## config.mk

```make
export PLATFORM = sky130hd
export DESIGN_NAME = axis_ready_lfsr
export DESIGN_NICKNAME = d
export VERILOG_FILES = /design/src/rtl/noc_axis_chk_pkg.sv /design/src/rtl/axis_ready_lfsr.sv
export SDC_FILE = /design/constraint.sdc
export NUM_CORES = 1
export LEC_CHECK = 0
export CORE_MARGIN = 2
export CORE_UTILIZATION = 51
export CTS_CLUSTER_DIAMETER = 150
export DETAILED_ROUTE_END_ITERATION = 8
export DONT_BUFFER_PORTS = 1
export GPL_ROUTABILITY_DRIVEN = 0
export PLACE_DENSITY = 0.66
export SLEW_MARGIN = 20
export SYNTH_ARGS = -nofsm -noshare
export SYNTH_HDL_FRONTEND = slang
export SYNTH_SLANG_ARGS = --single-unit
```

## constraint.sdc

```tcl
create_clock -name clk -period 1.1 [get_ports clk]
set_input_delay 0.11 -clock clk [delete_from_list [all_inputs] [get_ports clk]]
set_output_delay 0.11 -clock clk [all_outputs]
set_load 0.01 [all_outputs]
```

## src/rtl/noc_axis_chk_pkg.sv

```systemverilog
// -----------------------------------------------------------------------------
// noc_axis_chk_pkg
// Shared definitions for the AXI-Stream frame checker and the traffic
// generator that feeds it:
//   - bit positions inside the 4-bit sticky error code
//   - checker FSM state encoding
//   - backpressure LFSR seed, tap mask and step function
//   - bit offsets of the beat-index and sequence fields inside tdata
// -----------------------------------------------------------------------------
package noc_axis_chk_pkg;

  // Error code bit positions.
  localparam int ERR_DATA = 0;  // payload does not match the pattern
  localparam int ERR_TID  = 1;  // tid changed inside a frame
  localparam int ERR_DEST = 2;  // wrong tdest or partial tkeep
  localparam int ERR_LEN  = 3;  // frame too long, or watchdog timeout

  typedef enum logic [1:0] {
    ST_IDLE = 2'd0,
    ST_BODY = 2'd1,
    ST_DONE = 2'd2
  } chk_state_e;

  // 16-bit Fibonacci LFSR, taps 16,14,13,11. In the right-shifting form
  // those taps are state bits 0,2,3,5 and feed back into bit 15.
  localparam logic [15:0] LFSR_SEED     = 16'hACE1;
  localparam logic [15:0] LFSR_TAP_MASK = 16'h002D;

  // Pattern field offsets inside tdata.
  localparam int BEAT_IDX_LSB = 0;
  localparam int SEQ_LSB      = 16;

  function automatic logic [15:0] lfsr_step(input logic [15:0] state);
    return {^(state & LFSR_TAP_MASK), state[15:1]};
  endfunction

endpackage

```

## src/rtl/axis_ready_lfsr.sv

```systemverilog
// -----------------------------------------------------------------------------
// axis_ready_lfsr
// 16-bit Fibonacci LFSR used as a pseudo-random handshake throttle
// (tready backpressure here, tvalid throttling in the generator).
// Ports:
//   clk       clock
//   rst_n     asynchronous active-low reset, reloads LFSR_SEED
//   en        advance the LFSR this cycle
//   bit_next  bit 0 of the value the LFSR takes at the next edge, so a
//             caller can register it and stay aligned with the LFSR state
// -----------------------------------------------------------------------------
module axis_ready_lfsr
  import noc_axis_chk_pkg::*;
(
  input  logic clk,
  input  logic rst_n,
  input  logic en,
  output logic bit_next
);

  logic [15:0] lfsr_q;
  logic [15:0] lfsr_d;

  always_comb begin
    lfsr_d = en ? lfsr_step(lfsr_q) : lfsr_q;
  end

  assign bit_next = lfsr_d[0];

  // NOTE: sequential state is written only with non-blocking assignments so
  // every flop samples the pre-edge values regardless of block ordering.
  always_ff @(posedge clk or negedge rst_n) begin
    if (!rst_n) lfsr_q <= LFSR_SEED;
    else        lfsr_q <= lfsr_d;
  end

endmodule

```

## Word-level counts from Yosys, hierarchy flattened

Index checks and enable logic that the tools add are counted.
W data, S select, Z words.

| storage, ports and cells | value |
|---|---|
| register bits after elaboration | 16 |
| input bits | 3 |
| output and inout port bits | 1 |
| logic and storage cells | 4 |

| cells by class | value |
|---|---|
| muxes and demuxes | 1 |
| reduce and logical (&&, ||, !) cells | 1 |

Operators by type and width:

| operator | count |
|---|---|
| $reduce_xor A16 Y1 | 1 |
| $mux W1 | 1 |

## Depth between registers and ports, before layout

Gate-level depths: netlist of run 1.

| logic depth | value |
|---|---|
| depth in word-level cells | 1 |
| depth in mapped cells | 4 |
| mapped depth without buffers | 3 |

## Least setup slack after synthesis of run 1

Ideal clock, no wire load.

| timing path | value |
|---|---|
| path kind | register to register |
| from | reg lfsr_q[5] |
| to | reg lfsr_q[15] |
| setup time | 0.073 ns |
| data arrival time | 0.857 ns |
| required time | 1.027 ns |
| slack | 0.170 ns |
| cell stages (with the launch flop) | 4 |
| buffers on the path | 0 |
| period minus slack after synthesis | 0.930 ns |
| cell sequence | dfstp_2 xnor2_1 xnor2_1 a21oi_1 |

| between the ends | value |
|---|---|
| cells in the longest elaborated chain, start to end | 1 |

Ends and longest elaborated chain:

| element | line | source |
|---|---|---|
| start, declared | axis_ready_lfsr.sv:21 | `logic [15:0] lfsr_q;` |
| start signal, assigned | axis_ready_lfsr.sv:34 | `else lfsr_q <= lfsr_d;` |
| $reduce_xor A16 Y1 | noc_axis_chk_pkg.sv:34 | `return {^(state & LFSR_TAP_MASK), state[15:1]};` |

Every way passes these cells.
A chain may end at the register's enable or synchronous reset.

## Worst setup path in the final report of run 1

| timing path | value |
|---|---|
| from | reg lfsr_q[0] |
| to | out bit_next |

| between the ends | value |
|---|---|
| cells in the longest elaborated chain, start to end | 1 |

Ends and longest elaborated chain:

| element | line | source |
|---|---|---|
| $mux W1 | axis_ready_lfsr.sv:25 | `lfsr_d = en ? lfsr_step(lfsr_q) : lfsr_q;` |
| end, declared | axis_ready_lfsr.sv:18 | `output logic bit_next` |

Every way passes these cells.

==> results of run 1 <==
[stage by stage]
stage	utilization	setup WS, ns	setup TNS, ns
finish	0.548	-0.0106	-0.0106
global route	0.548	-0.0652	-0.0652
CTS	0.548	-0.0281	-0.0281
detailed placement	0.523	0.116	0
global placement	0.523	0.114	0
floorplan	-	0.170	0
[per-layer routing]
metal	share of wire	vias to the layer above	global-route usage	wire, um
met5	0	-	0	0
met4	0	0	0.0250	0
met2	0.52	5	0.202	438
li1	-	133	-	-
met1	0.43	148	0.160	360
met3	0.057	0	0.100	48
[power by group through the flow]
| stage | registers (uW) | logic, uW | clock network [uW] |
|---|---|---|---|
| 6_report | 1190 | 591 | 289 |
| 5_1_grt | 1230 | 644 | 335 |
| 3_3_place_gp | 1170 | 563 | 0 |
| 2_1_floorplan | 1130 | 553 | 0 |
| 3_5_place_dp | 1200 | 583 | 0 |
| 4_1_cts | 1190 | 604 | 307 |
[Yosys cell counts, drive strengths merged]
library cell,count
mux2,15
dfrtp,8
dfstp,8
xnor2,3
buf,2
a21oi,1
nor2,1
[cells by family after synthesis]
kind of cell,Yosys count
buffers and inverters,2
xor gates and xnor gates,3
AOI/OAI and AO/OA,1
DFF,16
and+or+nand+nor,1
muxes,15
[worst register-to-register path, cell delays in order, from the launching register on]
cell	delay (ns)
dfstp_2	0.56
xnor2_1	0.13
xnor2_1	0.10
a21oi_1	0.15
[cells in the final DEF, fill, tap and decap left out, drive strengths merged]
cell         instances
a21oi                1
clkbuf               3
dfrtp                8
dfstp                8
dlygate4sd3          1
mux2                15
nor2                 1
xnor2                3
[final cells by class]
cell class | instances | area [um^2]
fillers | 103 | 573
repair buffers | 1 | 10.0
flip-flops and latches | 16 | 410
well taps | 15 | 18.8
clock buffers | 3 | 22.5
multi-input cells | 20 | 234
[worst paths after layout]
path / start / end / slack, ns / depth (start not counted)
setup / recovery: lfsr_q[0] / bit_next / -0.01 / 1
hold / removal: en / lfsr_q[15] / -0.11 / 1
setup reg to reg: lfsr_q[5] / lfsr_q[15] / 0.09 / 3
hold reg to reg: lfsr_q[14] / lfsr_q[13] / 0.51 / 1
max in group asynchronous: rst_n / lfsr_q[3] / 0.35 / 1
min in group asynchronous: rst_n / lfsr_q[8] / 0.30 / 1
==> results_dict.tcl, run 1 <==
set metrics [dict create \
    critPathArrivalTime_ns 1.00 \
    worstSetupPathType "register to primary output" \
    cp-end-kind "primary output" \
    fin_total_pwr_uw 2070 \
    ctsResizeCount 0 \
    synth_top_area_share 0.311 \
    layout-drive-gt1-share 0.650 \
    grt.overflow.total 0 \
    clk_latency_ns 0.28 \
    setup_viol 1 \
    crit_family "flip-flops" \
    fmax_mhz 900 \
    worst_slack_ns -0.0106 \
    synthAdderAreaFrac 0 \
    ys_ff_latch 16 \
    synth_compound_area_frac 0.00741 \
    synth.area.mux_share 0.294 \
    max-slew-margin-rel 0.541 \
    p_leak_uw 0.000297 \
    synth_area_leaders "dfstp_2, dfrtp_1, mux2_4, mux2_2, xnor2_1" \
    period_needed_ns 1.11 \
    cellPowerDensity_nw_per_um2 2970 \
    synth_top_area_cell "dfstp_2" \
    cts_hold_buf 1 \
    postSynthAreaPerCell_um2 17.8 \
    routed-via-count 286 \
    cp_max_fo 2 \
    cts.path.max_buffers 2 \
    synthXorXnorAreaFrac 0.0389 \
    routedWlPerCell_um 15.4 \
    syn_nets 41 \
    p_switching_uw 526 \
    peakVddDrop_uv 1220 \
    timing.hold.ws_ns -0.115 \
    crit_path_top_delay_cell "dfstp_2" \
    start_util 0.533 \
    grt_antenna_before_repair 0 \
    nets 45 \
    cts.clk_slew.worst_paths_ns 0.07 \
    clkPwrFrac 0.139 \
    ys_types 9 \
    clock_sinks 16 \
    synthCells 38 \
    cts_buffers 3 \
    required_ns 0.99 \
    sw_frac_of_total 0.254 \
    largest_registers "lfsr_q: 16 flops" \
    root_buffer "clkbuf_4" \
    regMostFlops "lfsr_q" \
    outcome "finished, violations left" \
    worstHoldPathType "input pin to register" \
    drt_iter0_markers 0 \
    largest_reg_flops 16 \
    yosys.area_share.simple 0.00556 \
    fin_cells 55 \
    grt.total_usage 0.137 \
    boundaryPins 4 \
    slowest_delay_ns 0.55 \
    violations "negative hold slack, negative setup slack" \
    cts_tree "yes" \
    die_y_um 40.4 \
    rows 13 \
    grt_max_degree 18 \
    tightest_slew_ns 0.686 \
    slew_violations 0 \
    start_kind "register" \
    rsz0062_at_grt "true" \
    ys_warn_count 0 \
    dr.pass1.iters 1 \
    crit_path_cell_trace "mux2_4" \
    p_int_uw 1540 \
    crit_buf_inv 0 \
    dieArea_um2 1630 \
    place_area_um2 663 \
    dpl.cell_count 51 \
    antennaDiodeCount 0 \
    core_area_um2 1270 \
    stdcell_area_um2 696 \
    placement.io_buffers 0 \
    grt_pass1_vias 262 \
    syn-cell-area_um2 676 \
    power.share.combinational 0.286 \
    totalWireLength_um 846 \
    die_width_um 40.4 \
    finalCritPeriodShare 1.01 \
    finClkSkew_ns 0.0110 \
    synth_top_family_by_area "multiplexers" \
    via_per_inst 5.20 \
    syn2layout_area_growth_pct 2.96 \
    maxCapViolCount 0 \
    htree_num_levels 1 \
    grt_pass1_wl_um 1300 \
    post_cts_buffers 0 \
    hpwl_um 585 \
    yosysSeqAreaShare 0.607 \
    final_antenna_net_count 0 \
    seqPwrFrac 0.575 \
    drc 0 \
    hold_viol 15 \
]
No activity file was read; power rests on OpenSTA's default activity.
==> run 2: changes to the inputs <==
- CTS_BUF_LIST: default -> sky130_fd_sc_hd__clkbuf_16
==> results_dict.tcl, run 2 (same netlist as run 1, synthesis figures left out) <==
set metrics [dict create \
    grt_max_degree 18 \
    period_needed_ns 1.07 \
    final_antenna_net_count 0 \
    multi_input_area_um2 234 \
    layout-drive-gt1-share 0.634 \
    die_y_um 40.4 \
    regMostFlops "lfsr_q" \
    grt_antenna_before_repair 0 \
    root_buffer "clkbuf_16" \
    drt_iter0_markers 2 \
    holdCritStartpoint "en" \
    required_ns 0.99 \
    largest_registers "lfsr_q: 16 flops" \
    dr.pass1.iters 2 \
    met1Wirelength_um 378 \
    cts_buffers 3 \
    maxCapViolCount 0 \
    via_per_inst 5.29 \
    core_area_um2 1270 \
    crit_path_cell_trace "mux2_4" \
    start_util 0.533 \
    setup_viol 0 \
    rr_endpoint "lfsr_q[15]" \
    topRoutingLayerUsed "met3" \
    drc 0 \
    cp-end-kind "primary output" \
    cts_tree "yes" \
    finalSetupTns_ns 0 \
    fin_cells 56 \
    detailroute.wirelength.met3_um 50 \
    placement.io_buffers 0 \
    hold_viol 0 \
    dieArea_um2 1630 \
    grt_pass1_wl_um 1350 \
    whs_path_depth 2 \
    slowest_delay_ns 0.54 \
    finClkSkew_ns 0.00591 \
    ctsResizeCount 0 \
    peakVddDrop_uv 1530 \
    tightest_slew_ns 0.685 \
    totalWireLength_um 889 \
    routed-via-count 296 \
    final_cell_mix "mux2_4, dfstp_2, dfrtp_1, mux2_2" \
    cp_max_fo 2 \
    start_kind "register" \
    reg2reg_from "lfsr_q[5]" \
    grt.total_usage 0.141 \
    fmax_mhz 936 \
    boundaryPins 4 \
    crit_buf_inv 0 \
    regToRegSetupSlack_ns 0.10 \
    worstHoldPathType "input pin to register" \
    worstSetupPathType "register to primary output" \
    nets 46 \
    dpl.cell_count 51 \
    cts.path.max_buffers 2 \
    antennaDiodeCount 0 \
    grt.overflow.total 0 \
    finalCritPeriodShare 0.972 \
    grt_pass1_vias 271 \
    syn2layout_area_growth_pct 12.2 \
    reg2reg_depth 3 \
    critPathArrivalTime_ns 0.96 \
    p_leak_uw 0.000324 \
    outcome "finished clean" \
    rows 13 \
    hold_end "lfsr_q[15]" \
    slew_violations 0 \
    clock_sinks 16 \
    rsz0062_at_grt "true" \
    largest_reg_flops 16 \
    cts.clk_slew.worst_paths_ns 0.04 \
    crit_path_top_delay_cell "dfstp_2" \
    routedWlPerCell_um 15.9 \
    clk_latency_ns 0.24 \
    max-slew-margin-rel 0.542 \
    hpwl_um 585 \
    timing.hold.ws_ns 0.0182 \
    cellPowerDensity_nw_per_um2 3260 \
    met2WireLength_um 459 \
    crit_family "flip-flops" \
    htree_num_levels 1 \
    seq_area_um2 410 \
    nFillCells 95 \
    die_width_um 40.4 \
]
run 2: worst max path at each step:
stage              start          to  slack (ns)  cells past startpoint
5_1_grt        lfsr_q[0]    bit_next      -0.005                      1
2_1_floorplan  lfsr_q[5]  lfsr_q[15]        0.17                      3
3_5_place_dp   lfsr_q[5]  lfsr_q[15]        0.12                      3
3_3_place_gp   lfsr_q[5]  lfsr_q[15]        0.11                      3
4_1_cts        lfsr_q[0]    bit_next        0.02                      1
6_report       lfsr_q[0]    bit_next        0.03                      1
run 2: routing by layer:
layer	vias up	track usage
li1	135	-
met1	156	0.167
met2	5	0.210
met3	0	0.100
met4	0	0.0250
met5	-	0
run 2: area by class of cell:
cell class / count / share of cell area
repair buffers: 2 / 0.0264
flip-flops and latches: 16 / 0.541
clock buffers: 3 / 0.0990
well taps: 15 / 0.0248
multi-input cells: 20 / 0.309
run 2: worst reg2reg max path: stages, from the launching register on:
cell and delay (ns):
dfstp_2 0.54, xnor2_1 0.13, xnor2_1 0.10, a21oi_1 0.15
run 2: stage by stage:
step / setup slack, ns / area [um^2] / utilization / total power, uW
finish: 0.0313 / 758 / 0.598 / 2470
detailed placement: 0.116 / 663 / 0.523 / 1780
global placement: 0.114 / 663 / 0.523 / 1730
global route: -0.00480 / 758 / 0.598 / 2610
CTS: 0.0219 / 758 / 0.598 / 2500
floorplan: 0.170 / 676 / - / 1690
run 2: what timing repair did:
action / CTS / global route
endpoints found under the hold margin: 17 / 0
hold buffers: 2 / 0
endpoints found under the setup margin: 0 / 1
buffers inserted: 0 / 0
run 2: power by group:
part / total, uW / switching [uW] / internal, uW
logic: 594 / 175 / 420
registers: 1190 / 191 / 1000
clock network: 682 / 206 / 476
